**src/rtl/load_store_unit_pkg.sv**
```systemverilog
`default_nettype none
// +--------------------------------------------------------------------------+
// | Package     : lsu_pkg                                                    |
// | Description : Shared constants, FSM state type and request legality      |
// |               helpers for the load/store unit.                           |
// | Revision    : 1.0 - initial release                                      |
// +--------------------------------------------------------------------------+
package lsu_pkg;

  // RV32I funct3 encodings for loads/stores
  localparam logic [2:0] F3_B  = 3'b000;
  localparam logic [2:0] F3_H  = 3'b001;
  localparam logic [2:0] F3_W  = 3'b010;
  localparam logic [2:0] F3_BU = 3'b100;
  localparam logic [2:0] F3_HU = 3'b101;

  // data_mem write_en codes
  localparam logic [1:0] WE_WORD = 2'b00;
  localparam logic [1:0] WE_HALF = 2'b01;
  localparam logic [1:0] WE_BYTE = 2'b10;
  localparam logic [1:0] WE_NONE = 2'b11;

  typedef enum logic [1:0] {
    ST_IDLE  = 2'd0,
    ST_ISSUE = 2'd1,
    ST_WAIT  = 2'd2,
    ST_RESP  = 2'd3
  } lsu_state_t;

  // Legal funct3 for the direction, and natural alignment for the size.
  function automatic logic lsu_legal(input logic we, input logic [2:0] f3,
                                     input logic [1:0] addr_lo);
    logic ok;
    if (we) begin
      ok = (f3 == F3_B) || (f3 == F3_H) || (f3 == F3_W);
    end else begin
      ok = (f3 == F3_B) || (f3 == F3_H) || (f3 == F3_W) ||
           (f3 == F3_BU) || (f3 == F3_HU);
    end
    if ((f3[1:0] == 2'b01) && addr_lo[0]) ok = 1'b0;
    if ((f3[1:0] == 2'b10) && (addr_lo != 2'b00)) ok = 1'b0;
    return ok;
  endfunction

  // Store size code; only called for legal stores (funct3 000/001/010).
  function automatic logic [1:0] lsu_we_code(input logic [2:0] f3);
    logic [1:0] code;
    case (f3[1:0])
      2'b00:   code = WE_BYTE;
      2'b01:   code = WE_HALF;
      default: code = WE_WORD;
    endcase
    return code;
  endfunction

endpackage
`default_nettype wire

```
**src/rtl/load_store_unit_if.sv**
```systemverilog
`default_nettype none
// +--------------------------------------------------------------------------+
// | Interface   : load_store_unit_if                                         |
// | Description : Request/response handshake from execute/writeback plus the |
// |               data_mem port of the load/store unit.                      |
// |   req_*  : request (valid/ready, we, funct3, addr, wdata)                |
// |   rsp_*  : single-cycle response (valid, rdata, err)                     |
// |   mem_*  : data_mem write_en/addr/data_in out, data_out in               |
// |   slave  : view used by the load/store unit                              |
// |   master : view used by the environment (requester + memory)            |
// | Revision    : 1.0 - initial release                                      |
// +--------------------------------------------------------------------------+
interface load_store_unit_if #(
  parameter int ADDR_W = 32
) ();
  logic              req_valid;
  logic              req_ready;
  logic              req_we;
  logic [2:0]        req_funct3;
  logic [ADDR_W-1:0] req_addr;
  logic [31:0]       req_wdata;
  logic              rsp_valid;
  logic [31:0]       rsp_rdata;
  logic              rsp_err;
  logic [1:0]        mem_write_en;
  logic [ADDR_W-1:0] mem_addr;
  logic [31:0]       mem_data_in;
  logic [31:0]       mem_data_out;

  modport slave (
    input  req_valid, req_we, req_funct3, req_addr, req_wdata, mem_data_out,
    output req_ready, rsp_valid, rsp_rdata, rsp_err,
           mem_write_en, mem_addr, mem_data_in
  );

  modport master (
    output req_valid, req_we, req_funct3, req_addr, req_wdata, mem_data_out,
    input  req_ready, rsp_valid, rsp_rdata, rsp_err,
           mem_write_en, mem_addr, mem_data_in
  );
endinterface
`default_nettype wire

```
**src/rtl/load_store_unit_load_extend.sv**
```systemverilog
`default_nettype none
// +--------------------------------------------------------------------------+
// | Module      : load_extend                                                |
// | Description : Sign/zero extension of raw data_mem output per load funct3.|
// |   i_funct3 : load funct3 (LB/LH/LW/LBU/LHU)                              |
// |   i_raw    : 32-bit word from data_mem, addressed byte in [7:0]          |
// |   o_data   : extended load result                                        |
// | Revision    : 1.0 - initial release                                      |
// +--------------------------------------------------------------------------+
module load_extend
  import lsu_pkg::*;
(
  input  wire logic [2:0]  i_funct3,
  input  wire logic [31:0] i_raw,
  output logic      [31:0] o_data
);
  always_comb begin
    o_data = i_raw;
    case (i_funct3)
      F3_B:    o_data = {{24{i_raw[7]}}, i_raw[7:0]};
      F3_BU:   o_data = {24'h0, i_raw[7:0]};
      F3_H:    o_data = {{16{i_raw[15]}}, i_raw[15:0]};
      F3_HU:   o_data = {16'h0, i_raw[15:0]};
      default: o_data = i_raw;
    endcase
  end
endmodule
`default_nettype wire

```
**src/rtl/load_store_unit.sv**
```systemverilog
`default_nettype none
// +--------------------------------------------------------------------------+
// | Module      : load_store_unit                                            |
// | Description : Data-memory initiator. Accepts one load/store at a time,   |
// |               checks funct3/alignment, drives data_mem, waits out the    |
// |               read latency and returns a one-cycle response.             |
// |   clk, rst   : clock, asynchronous active-high reset                     |
// |   bus        : load_store_unit_if.slave (req_*, rsp_*, mem_*)            |
// |   ADDR_W     : address width                                             |
// |   MEM_RD_LAT : data_mem read latency in edges (1..4)                     |
// | Revision    : 1.0 - initial release                                      |
// +--------------------------------------------------------------------------+
module load_store_unit
  import lsu_pkg::*;
#(
  parameter int ADDR_W     = 32,
  parameter int MEM_RD_LAT = 1
) (
  input  wire logic        clk,
  input  wire logic        rst,
  load_store_unit_if.slave bus
);
  localparam logic [1:0] c_lat_init = 2'(MEM_RD_LAT - 1);

  lsu_state_t        r_state;
  logic [1:0]        r_cnt;
  logic              r_we;
  logic [2:0]        r_f3;
  logic              r_req_ready;
  logic              r_rsp_valid;
  logic [31:0]       r_rsp_rdata;
  logic              r_rsp_err;
  logic [1:0]        r_mem_we;
  logic [ADDR_W-1:0] r_mem_addr;
  logic [31:0]       r_mem_wdata;

  logic              w_legal;
  logic [31:0]       w_ext;

  assign w_legal = lsu_legal(bus.req_we, bus.req_funct3, bus.req_addr[1:0]);

  load_extend u_load_extend (
    .i_funct3 (r_f3),
    .i_raw    (bus.mem_data_out),
    .o_data   (w_ext)
  );

  // All outputs are registered; mem_write_en can only leave WE_NONE for the
  // single ISSUE cycle of a legal store, and reset forces it back at once.
  always_ff @(posedge clk or posedge rst) begin
    if (rst) begin
      r_state     <= ST_IDLE;
      r_cnt       <= 2'd0;
      r_we        <= 1'b0;
      r_f3        <= 3'd0;
      r_req_ready <= 1'b1;
      r_rsp_valid <= 1'b0;
      r_rsp_rdata <= 32'h0;
      r_rsp_err   <= 1'b0;
      r_mem_we    <= WE_NONE;
      r_mem_addr  <= '0;
      r_mem_wdata <= 32'h0;
    end else begin
      case (r_state)
        ST_IDLE: begin
          if (bus.req_valid) begin
            r_we        <= bus.req_we;
            r_f3        <= bus.req_funct3;
            r_req_ready <= 1'b0;
            if (!w_legal) begin
              // Rejected without touching memory
              r_state     <= ST_RESP;
              r_rsp_valid <= 1'b1;
              r_rsp_err   <= 1'b1;
              r_rsp_rdata <= 32'h0;
            end else begin
              r_state    <= ST_ISSUE;
              r_mem_addr <= bus.req_addr;
              if (bus.req_we) begin
                r_mem_we    <= lsu_we_code(bus.req_funct3);
                r_mem_wdata <= bus.req_wdata;
              end
            end
          end
        end
        ST_ISSUE: begin
          r_mem_we <= WE_NONE;
          if (r_we) begin
            r_state     <= ST_RESP;
            r_rsp_valid <= 1'b1;
            r_rsp_err   <= 1'b0;
            r_rsp_rdata <= 32'h0;
          end else begin
            // data_mem samples the address at this edge
            r_state <= ST_WAIT;
            r_cnt   <= c_lat_init;
          end
        end
        ST_WAIT: begin
          if (r_cnt == 2'd0) begin
            r_state     <= ST_RESP;
            r_rsp_valid <= 1'b1;
            r_rsp_err   <= 1'b0;
            r_rsp_rdata <= w_ext;
          end else begin
            r_cnt <= r_cnt - 2'd1;
          end
        end
        ST_RESP: begin
          r_state     <= ST_IDLE;
          r_rsp_valid <= 1'b0;
          r_rsp_rdata <= 32'h0;
          r_rsp_err   <= 1'b0;
          r_req_ready <= 1'b1;
        end
        default: begin
          r_state     <= ST_IDLE;
          r_req_ready <= 1'b1;
          r_mem_we    <= WE_NONE;
        end
      endcase
    end
  end

  assign bus.req_ready    = r_req_ready;
  assign bus.rsp_valid    = r_rsp_valid;
  assign bus.rsp_rdata    = r_rsp_rdata;
  assign bus.rsp_err      = r_rsp_err;
  assign bus.mem_write_en = r_mem_we;
  assign bus.mem_addr     = r_mem_addr;
  assign bus.mem_data_in  = r_mem_wdata;

endmodule
`default_nettype wire
```
**src/flat_wrapper.sv**
```systemverilog
// flat-port wrapper written by rule: the top's interface ports become plain ports
module load_store_unit_flat import lsu_pkg::*;
#(
  parameter int ADDR_W     = 32,
  parameter int MEM_RD_LAT = 1
)
  (clk, rst, bus_req_valid, bus_req_we, bus_req_funct3, bus_req_addr, bus_req_wdata, bus_mem_data_out, bus_req_ready, bus_rsp_valid, bus_rsp_rdata, bus_rsp_err, bus_mem_write_en, bus_mem_addr, bus_mem_data_in);
  load_store_unit_if #(.ADDR_W(ADDR_W)) bus_i ();
  input  wire logic clk;
  input  wire logic rst;
  input wire logic [$bits(bus_i.req_valid)-1:0] bus_req_valid;
  input wire logic [$bits(bus_i.req_we)-1:0] bus_req_we;
  input wire logic [$bits(bus_i.req_funct3)-1:0] bus_req_funct3;
  input wire logic [$bits(bus_i.req_addr)-1:0] bus_req_addr;
  input wire logic [$bits(bus_i.req_wdata)-1:0] bus_req_wdata;
  input wire logic [$bits(bus_i.mem_data_out)-1:0] bus_mem_data_out;
  output wire logic [$bits(bus_i.req_ready)-1:0] bus_req_ready;
  output wire logic [$bits(bus_i.rsp_valid)-1:0] bus_rsp_valid;
  output wire logic [$bits(bus_i.rsp_rdata)-1:0] bus_rsp_rdata;
  output wire logic [$bits(bus_i.rsp_err)-1:0] bus_rsp_err;
  output wire logic [$bits(bus_i.mem_write_en)-1:0] bus_mem_write_en;
  output wire logic [$bits(bus_i.mem_addr)-1:0] bus_mem_addr;
  output wire logic [$bits(bus_i.mem_data_in)-1:0] bus_mem_data_in;
  assign bus_i.req_valid = bus_req_valid;
  assign bus_i.req_we = bus_req_we;
  assign bus_i.req_funct3 = bus_req_funct3;
  assign bus_i.req_addr = bus_req_addr;
  assign bus_i.req_wdata = bus_req_wdata;
  assign bus_i.mem_data_out = bus_mem_data_out;
  assign bus_req_ready = bus_i.req_ready;
  assign bus_rsp_valid = bus_i.rsp_valid;
  assign bus_rsp_rdata = bus_i.rsp_rdata;
  assign bus_rsp_err = bus_i.rsp_err;
  assign bus_mem_write_en = bus_i.mem_write_en;
  assign bus_mem_addr = bus_i.mem_addr;
  assign bus_mem_data_in = bus_i.mem_data_in;
  load_store_unit #(.ADDR_W(ADDR_W), .MEM_RD_LAT(MEM_RD_LAT)) u_core (.clk(clk), .rst(rst), .bus(bus_i));
endmodule
```
**config.mk**
```make
export PLATFORM = sky130hd
export DESIGN_NAME = load_store_unit_flat
export DESIGN_NICKNAME = d
export VERILOG_FILES = /design/src/rtl/load_store_unit_pkg.sv /design/src/rtl/load_store_unit_if.sv /design/src/rtl/load_store_unit_load_extend.sv /design/src/rtl/load_store_unit.sv /design/src/flat_wrapper.sv
export SDC_FILE = /design/constraint.sdc
export NUM_CORES = 1
export LEC_CHECK = 0
export CAP_MARGIN = 25
export CELL_PAD_IN_SITES_DETAIL_PLACEMENT = 0
export CELL_PAD_IN_SITES_GLOBAL_PLACEMENT = 1
export CORE_MARGIN = 2
export CORE_UTILIZATION = 30
export CTS_CLUSTER_DIAMETER = 150
export DETAILED_ROUTE_END_ITERATION = 12
export PLACE_DENSITY_LB_ADDON = 0.1
export SLEW_MARGIN = 20
export SYNTH_ARGS = -nofsm -noshare
export SYNTH_HDL_FRONTEND = slang
export SYNTH_SLANG_ARGS = --single-unit
export TNS_END_PERCENT = 50
```
**constraint.sdc**
```tcl
create_clock -name clk -period 7.7 [get_ports clk]
set_input_delay 1.54 -clock clk [delete_from_list [all_inputs] [get_ports clk]]
set_output_delay 1.54 -clock clk [all_outputs]
set_load 0.05 [all_outputs]
```
==> results.json, run 1 <==
{
  "fp.dieH_um": 130,
  "worstSetupStartpointType": "input port",
  "yosys.area_share.simple": 0.0279,
  "cpMaxStageDelayCell": "or4_1",
  "synth_flop_cell": "dfrtp_1",
  "placed_area_sq_um": 6970,
  "p_per_area_nw_per_um2": 469,
  "initial_utilization": 0.304,
  "finalMaxSlewViolations": 0,
  "synth_top_family_by_area": "multiplexers",
  "insertedDiodeCount": 0,
  "synth_compound_area_frac": 0.0699,
  "grt_pass1_vias": 3408,
  "rsz0062_at_grt": "false",
  "die_w_um": 130,
  "fin_tns_setup_ps": 0,
  "clk_pin_slew_worst_paths_ps": 70,
  "nNetsFinal": 659,
  "initialDrtViolationCount": 77,
  "cts_buffers": 9,
  "io_pins": 204,
  "syn2layout_area_growth_pct": 52.3,
  "tritoncts": "built",
  "synth_xor_area_frac": 0,
  "ys_types": 34,
  "vias": 3352,
  "worst_pin_slew_ps": 846,
  "via_per_inst": 4.35,
  "seq_area_frac_synth": 0.570,
  "ys_top_cells_by_count": "dfrtp_1 (106), mux2_2 (63), inv_1 (33)",
  "clk_path_buf_depth": 2,
  "synth_edf_count": 0,
  "crit_buf_inv": 2,
  "die-area_sq_um": 17000,
  "async_flop_share": 1.00,
  "synth-adder-area-share": 0.0130,
  "synthTopCellsByArea": "dfrtp_1 (55%), mux2_2 (15%), mux2_4 (9.1%), inv_1 (2.6%), a21oi_1 (2.2%)",
  "ys_ff_latch": 109,
  "netlist_area_sq_um": 4800,
  "htreeDepth": 3,
  "worstPathRequired_ps": 7930,
  "first_pass_iters": 4,
  "status": "complete, no violations",
  "antenna_found_initial": 0,
  "ir_drop_uv": 224,
  "cts.hold.buffers_added": 0,
  "insertion_delay_ps": 350,
  "grt_use_total": 0.140,
  "crit_path_max_incr_delay_ps": 570,
  "worst_ep_arrival_time_ps": 3650,
  "ctsResizeCount": 0,
  "drc": 0,
  "fin_area_sq_um": 7300,
  "period_minus_slack_ps": 3410,
  "clock_skew_ps": 8.40,
  "power.leakage_uw": 0.00330,
  "grt_max_degree": 57,
  "yosys.area.top_type": "dfrtp_1",
  "io_buffers": 203,
  "max_slew_margin": 0.436,
  "gp_congestion": 0.767,
  "worstPathMaxFanout": 33,
  "synth_top_area_frac": 0.553,
  "wl_per_cell_um": 15.5,
  "syn_inst": 352,
  "hp-class": "reg2reg",
  "crit_chain": "clkdlybuf4s50_1, or4_1, nand2_1, a21o_1, buf_4, mux2_2",
  "yosys_warnings": 0,
  "core_region_area_sq_um": 15800,
  "period_share": 0.443,
  "grt_first_pass_wirelength_um": 18200,
  "synth.area.mux_share": 0.260,
  "syn-mean-instance-area_sq_um": 13.6,
  "finalHoldViolCount": 0,
  "path_class": "in2reg",
  "yosysMostFrequentCell": "dfrtp_1",
  "rows": 46,
  "cp-end-kind": "register",
  "final-setup-viol-count": 0,
  "path_delay_family": "buffers and inverters",
  "postRouteAntennaNets": 0,
  "clockRootBuffer": "clkbuf_16",
  "syn_nets": 460,
  "post_cts_buffers": 0,
  "wl_um": 12000,
  "cts.sinks": 109,
  "final_layout_size_suffix_gt1_frac": 0.211,
  "max_clock_freq_mhz": 293,
  "grt_overflow": 0,
  "hpwl_um": 8330,
  "maxCapViolCount": 0
}
==> sequential cells by signal, indices dropped and copies added, names as in the netlist, 2 cells and up <==
| name | count |
|---|---|
| u_core.r_state | 2 |
| u_core.r_cnt | 2 |
| u_core.bus.rsp_rdata | 32 |
| u_core.bus.mem_addr | 32 |
| u_core.bus.mem_data_in | 32 |
| u_core.bus.mem_write_en | 2 |
| u_core.r_f3 | 3 |
==> per-layer routing <==
metal | GRT usage | vias up | wire [um]
met1 | 0.178 | 1609 | 5240
met4 | 0.0563 | 0 | 218
met3 | 0.0570 | 13 | 1110
li1 | - | 1598 | -
met5 | 0 | - | 0
met2 | 0.213 | 132 | 5400
==> cells by family (layout without fill, tap and decap cells) <==
| group | after synthesis | in the layout |
|---|---|---|
| adders and majority gates | 5 | 5 |
| muxes | 102 | 102 |
| and+or+nand+nor | 29 | 29 |
| AOI/OAI and AO/OA | 54 | 54 |
| buffers and inverters | 53 | 256 |
| DFF | 109 | 109 |
==> stage by stage <==
stage / hold WS (ps) / total power [uW] / setup WS [ps] / cells / utilization
floorplan: 464 / 2330 / 3290 / 352 / -
global placement: 486 / 2940 / 3940 / 755 / 0.442
detailed placement: 492 / 2960 / 3880 / 755 / 0.442
CTS: 503 / 3480 / 4260 / 770 / 0.462
global route: 517 / 3610 / 4170 / 771 / 0.463
finish: 501 / 3430 / 4290 / 771 / 0.463
==> report_power, final <==
part           switching, uW  internal, uW  leakage [uW]
clock network            203           292      0.000152
registers                163           825       0.00139
logic                   1180           764       0.00176
total                   1550          1880       0.00330
==> worst min-delay path: stages, from the launching register on <==
cell     delay (ps)
dfstp_2         380
nor2_1           80
a21oi_1          40
==> cell usage in the layout, fill, tap and decap left out, types with 2 or more instances in the layout <==
cell,n
mux2_4,29
a21oi_1,21
ha_1,5
inv_1,32
dfrtp_1,106
buf_4,4
nand2_1,15
nor2_1,5
nor2b_1,2
clkbuf_16,9
mux2_2,63
mux2i_1,10
a21boi_0,8
o22a_1,3
clkdlybuf4s50_1,203
bufinv_16,2
a21o_1,2
dfstp_2,3
o21ai_0,12
==> path summary, 6_finish.rpt <==
| check | startpoint | end | slack, ps | depth (start not counted) |
|---|---|---|---|---|
| max | bus_req_funct3[0] | u_core.bus.rsp_rdata[24] | 4290 | 6 |
| min | u_core.bus.req_ready | u_core.bus.req_ready | 500 | 2 |
| max reg2reg | u_core.r_state[0] | u_core.bus.rsp_rdata[24] | 5100 | 7 |
| min reg2reg | u_core.bus.req_ready | u_core.bus.req_ready | 500 | 2 |
| max in group asynchronous | rst | u_core.bus.mem_data_in[28] | 4820 | 3 |
| min in group asynchronous | rst | u_core.bus.mem_addr[7] | 1670 | 2 |
==> final cells by class <==
| type | count | area, sq um |
|---|---|---|
| clock inverter | 4 | 72.6 |
| tap | 216 | 270 |
| fill | 1477 | 8470 |
| clock buffer | 11 | 243 |
| inverter | 33 | 126 |
| multi-input combinational | 190 | 1780 |
| sequential | 109 | 2730 |
| timing repair buffer | 208 | 2080 |
No activity file was read; power rests on OpenSTA's default activity.
==> run 2: changes to the inputs <==
==> constraint.sdc (replaced) <==
create_clock -name clk -period 2.79 [get_ports clk]
set_input_delay 0.558 -clock clk [delete_from_list [all_inputs] [get_ports clk]]
set_output_delay 0.558 -clock clk [all_outputs]
set_load 0.05 [all_outputs]
==> run 2 against run 1 <==
Non-clock buffer count up 4. Cell count up 0.52%. Utilization up 0.095 points. Die area unchanged. Power rose to 2.7 times the previous value. Register-to-register slack worse by 4500 ps. Clock power up 140%. Worst hold slack worse by 4.6 ps. Worst setup slack worse by 3800 ps. Critical path depth down 5. Sequential power rose to 2.7 times the previous value. First-iteration DRC count up 58%. Critical endpoint is now bus_req_ready. Largest cell class unchanged.
==> results.json, run 2 (synthesis results as in run 1) <==
{
  "final_layout_size_suffix_gt1_frac": 0.211,
  "crit_path_max_incr_delay_ps": 820,
  "via_per_inst": 4.31,
  "clk_pin_slew_worst_paths_ps": 60,
  "syn2layout_area_growth_pct": 52.6,
  "grt_use_total": 0.141,
  "ir_drop_uv": 807,
  "cts.hold.buffers_added": 0,
  "hp-class": "reg2reg",
  "maxCapViolCount": 0,
  "dp_cells": 760,
  "clk_path_buf_depth": 2,
  "cpMaxStageDelayCell": "clkdlybuf4s50_1",
  "grt_max_degree": 99,
  "rsz0062_at_grt": "false",
  "status": "complete, no violations",
  "postRouteAntennaNets": 0,
  "nNetsFinal": 663,
  "p_per_area_nw_per_um2": 1270,
  "grt_first_pass_wirelength_um": 18500,
  "place_ws_ps": 260,
  "max_slew_margin": 0.622,
  "worst_ep_arrival_time_ps": 1700,
  "rows": 46,
  "cts_buffers": 9,
  "switchingPower_uw": 4260,
  "wl_per_cell_um": 15.2,
  "finalMaxSlewViolations": 0,
  "path_class": "reg2out",
  "final_cell_mix": "clkdlybuf4s50_1 (203), dfrtp_1 (106), mux2_2 (63)",
  "worstPathMaxFanout": 3,
  "antenna_found_initial": 0,
  "power_uw": 9320,
  "finalHoldViolCount": 0,
  "crit_buf_inv": 1,
  "worst_pin_slew_ps": 565,
  "fin_util": 0.464,
  "grt_pass1_vias": 3572,
  "htreeDepth": 3,
  "power.share.sequential": 0.286,
  "vias": 3342,
  "first_pass_iters": 4,
  "fin_tns_setup_ps": 0,
  "final-setup-viol-count": 0,
  "clock_skew_ps": 6.96,
  "cts.sinks": 109,
  "p_clk_frac": 0.127,
  "core_region_area_sq_um": 15800,
  "insertedDiodeCount": 0,
  "wl_um": 11800,
  "die-area_sq_um": 17000,
  "layoutNonFillerInstCount": 775,
  "setup_slack_ps": 533,
  "worstPathRequired_ps": 2230,
  "io_buffers": 203,
  "crit_chain": "clkdlybuf4s50_1",
  "cp-end-kind": "primary output",
  "ctsResizeCount": 0,
  "final_common_cell": "clkdlybuf4s50_1",
  "grt_overflow": 0,
  "period_minus_slack_ps": 2260,
  "insertion_delay_ps": 350,
  "drc": 0,
  "initial_utilization": 0.304,
  "fp.dieH_um": 130,
  "io_pins": 204,
  "swShare": 0.457,
  "p_int_uw": 5060,
  "tritoncts": "built",
  "fill_cells": 1472,
  "post_cts_buffers": 0,
  "die_w_um": 130,
  "max_clock_freq_mhz": 443,
  "period_share": 0.809,
  "worstSetupStartpointType": "register",
  "path_delay_family": "buffers and inverters",
  "initialDrtViolationCount": 122,
  "power.leakage_uw": 0.00329,
  "combPwrFrac": 0.587,
  "clockRootBuffer": "clkbuf_16",
  "gp_congestion": 0.700,
  "hpwl_um": 8240
}
## run 2: cell count changes in the layout (fill, tap and decap cells not counted), sizes merged
cell | before | now
buf | 5 | 9
clkinvlp | 1 | 2
clkinv | 1 | 0
clkbuf | 11 | 14
inv | 33 | 32
bufinv | 2 | 0
## run 2: worst paths after layout
check | start | to | slack (ps) | cells after the start
max | u_core.bus.req_ready | bus_req_ready | 530 | 1
min | u_core.bus.req_ready | u_core.bus.req_ready | 500 | 2
max reg2reg | u_core.r_state[0] | u_core.bus.rsp_rdata[24] | 580 | 7
min reg2reg | u_core.bus.req_ready | u_core.bus.req_ready | 500 | 2
max in group asynchronous | rst | u_core.bus.mem_addr[18] | 1440 | 3
min in group asynchronous | rst | u_core.bus.mem_addr[16] | 520 | 2
## run 2: area by class of cell
type	instances	area [sq um]	share of cell area
Clock inverter	1	7.51	0.00103
Clock buffer	14	254	0.0347
Timing Repair Buffer	212	2150	0.294
Tap cell	216	270	0.0369
Sequential cell	109	2730	0.373
Multi-Input combinational cell	190	1780	0.243
Inverter	33	128	0.0174
## run 2: power by group through the flow
stage	Clock (uW)	Combinational, uW	Sequential, uW
after global routing	1300	5760	2770
after CTS	1240	5540	2680
after detailed placement	0	5520	2690
after floorplan	0	1550	4880
final	1180	5470	2670
after global placement	0	5510	2670
## run 2: metrics by stage
| step | hold WS, ps | cell area [sq um] |
|---|---|---|
| floorplan | 464 | 4800 |
| global placement | 488 | 7060 |
| detailed placement | 491 | 7060 |
| CTS | 501 | 7320 |
| global route | 521 | 7320 |
| finish | 496 | 7320 |
## run 2: per-layer routing
| metal | wire length, um | GRT usage |
|---|---|---|
| met1 | 5080 | 0.175 |
| met2 | 5340 | 0.224 |
| met3 | 1230 | 0.0550 |
| met4 | 167 | 0.0544 |
| met5 | 0 | 0 |
## run 2: tightest hold or removal path: cells and delay by family (launching register included)
kind             cells  cell delay (ps)
AND/OR/NAND/NOR      1               80
AO/OA/AOI/OAI        1               40
flip-flops           1              370
==> run 3: changes to the inputs <==
==> constraint.sdc (replaced) <==
create_clock -name clk -period 2.2 [get_ports clk]
set_input_delay 0.44 -clock clk [delete_from_list [all_inputs] [get_ports clk]]
set_output_delay 0.44 -clock clk [all_outputs]
set_load 0.05 [all_outputs]
==> run 3 against run 2 <==
First-iteration DRC count down 13%. Sequential share of layout area fell by 0.55 points. Non-clock buffer count is 10 higher. Sequential power increased by 27%. Count of clock-buffer cells in the layout fell by 3. Worst setup slack worse by 400 ps. Utilization rose by 0.69 points. Worst hold slack worse by 77 ps. Clock skew decreased by 0.66 ps. Power up 28%. Critical path type is now in2reg. Largest power group unchanged.
==> results.json, run 3 (synthesis results as in run 1) <==
{
  "status": "complete, no violations",
  "max_slew_margin": 0.629,
  "rows": 46,
  "fin_util": 0.471,
  "die_w_um": 130,
  "grt_max_degree": 61,
  "wl_um": 11800,
  "worst_pin_slew_ps": 555,
  "hold_slack_ps": 419,
  "cts.sinks": 109,
  "initialDrtViolationCount": 106,
  "grt_overflow": 0,
  "insertedDiodeCount": 0,
  "wl_per_cell_um": 15.0,
  "post_cts_buffers": 0,
  "worstPathMaxFanout": 27,
  "finalHoldViolCount": 0,
  "clk_pin_slew_worst_paths_ps": 70,
  "fin_tns_setup_ps": 0,
  "hp-class": "in2async",
  "final-setup-viol-count": 0,
  "p_per_area_nw_per_um2": 1610,
  "combPwrFrac": 0.586,
  "p_clk_frac": 0.131,
  "worst_ep_arrival_time_ps": 2340,
  "insertion_delay_ps": 340,
  "grt_first_pass_wirelength_um": 18900,
  "fill_cells": 1485,
  "max_clock_freq_mhz": 484,
  "maxCapViolCount": 0,
  "r2r_cells": 8,
  "gp_congestion": 0.743,
  "cts_buffers": 9,
  "rsz0062_at_grt": "false",
  "clk_path_buf_depth": 2,
  "power.leakage_uw": 0.00336,
  "final_layout_size_suffix_gt1_frac": 0.240,
  "nNetsFinal": 673,
  "ir_drop_uv": 1030,
  "layoutNonFillerInstCount": 786,
  "tritoncts": "built",
  "power.share.sequential": 0.283,
  "antenna_found_initial": 0,
  "fp.dieH_um": 130,
  "vias": 3430,
  "hpwl_um": 8630,
  "worstSetupStartpointType": "input port",
  "finalMaxSlewViolations": 0,
  "drc": 0,
  "io_pins": 204,
  "period_share": 0.940,
  "final_cell_mix": "clkdlybuf4s50_1 (200), dfrtp_1 (106), mux2_2 (63)",
  "postRouteAntennaNets": 0,
  "switchingPower_uw": 5450,
  "htreeDepth": 3,
  "via_per_inst": 4.36,
  "setup_slack_ps": 132,
  "path_class": "in2reg",
  "first_pass_iters": 4,
  "swShare": 0.456,
  "timing.rr.end": "u_core.bus.rsp_rdata[0]",
  "die-area_sq_um": 17000,
  "dp_cells": 770,
  "grt_pass1_vias": 3623,
  "p_int_uw": 6500,
  "final_common_cell": "clkdlybuf4s50_1",
  "initial_utilization": 0.304,
  "syn2layout_area_growth_pct": 54.9,
  "period_minus_slack_ps": 2070,
  "io_buffers": 203,
  "cp-end-kind": "register",
  "worstPathRequired_ps": 2470,
  "r2r_slack_ps": 200,
  "clockRootBuffer": "clkbuf_16",
  "place_ws_ps": -244,
  "grt_use_total": 0.144,
  "clock_skew_ps": 6.30,
  "core_region_area_sq_um": 15800,
  "r2r_start": "u_core.r_state[0]"
}
run 3: final cells by class:
type	instances	area (sq um)	area share
clock buffer	11	253	0.0340
clock inverter	5	35.0	0.00472
sequential	109	2730	0.368
timing repair buffer	222	2230	0.300
multi-input combinational	190	1780	0.240
inverter	33	128	0.0172
tap	216	270	0.0364
run 3: layer usage:
metal	track usage	vias to the layer above	share of wire
li1	-	1629	-
met1	0.185	1655	0.43
met2	0.219	136	0.45
met3	0.0594	10	0.10
met4	0.0544	0	0.015
met5	0	-	0
run 3: how the worst max path moves through the flow:
stage	from	end	cells after the start
after floorplan	u_core.r_state[0]	u_core.bus.rsp_rdata[8]	8
after global placement	bus_req_funct3[2]	u_core.bus.rsp_rdata[19]	6
after detailed placement	bus_req_funct3[2]	u_core.bus.rsp_rdata[0]	7
after CTS	u_core.r_state[0]	u_core.bus.rsp_rdata[0]	8
after global routing	bus_req_funct3[2]	u_core.bus.rsp_rdata[2]	7
final	bus_req_funct3[2]	u_core.bus.rsp_rdata[0]	7
run 3: repair_timing:
item | 4_1_cts | 5_1_grt
hold buffers | 0 | 0
setup endpoints to repair | 0 | 6
gates resized for setup | 0 | 1
run 3: critical path: stages:
cell and delay [ps]:
clkdlybuf4s50_1 460, or4_1 560, nand2_1 110, a21o_1 160, buf_12 200, buf_4 210
mux2i_1 200
run 3: power groups by stage:
stage | Clock, uW | Combinational (uW) | Sequential (uW)
4_1_cts | 1640 | 7080 | 3400
6_report | 1570 | 7000 | 3380
3_5_place_dp | 0 | 7070 | 3410
3_3_place_gp | 0 | 7040 | 3390
2_1_floorplan | 0 | 1970 | 6180
5_1_grt | 1720 | 7380 | 3510
run 3: metrics by stage:
stage / power [uW] / cell area [sq um]
finish: 12000 / 7430
global route: 12600 / 7430
CTS: 12100 / 7420
detailed placement: 10500 / 7140
global placement: 10400 / 7140
floorplan: 8150 / 4800
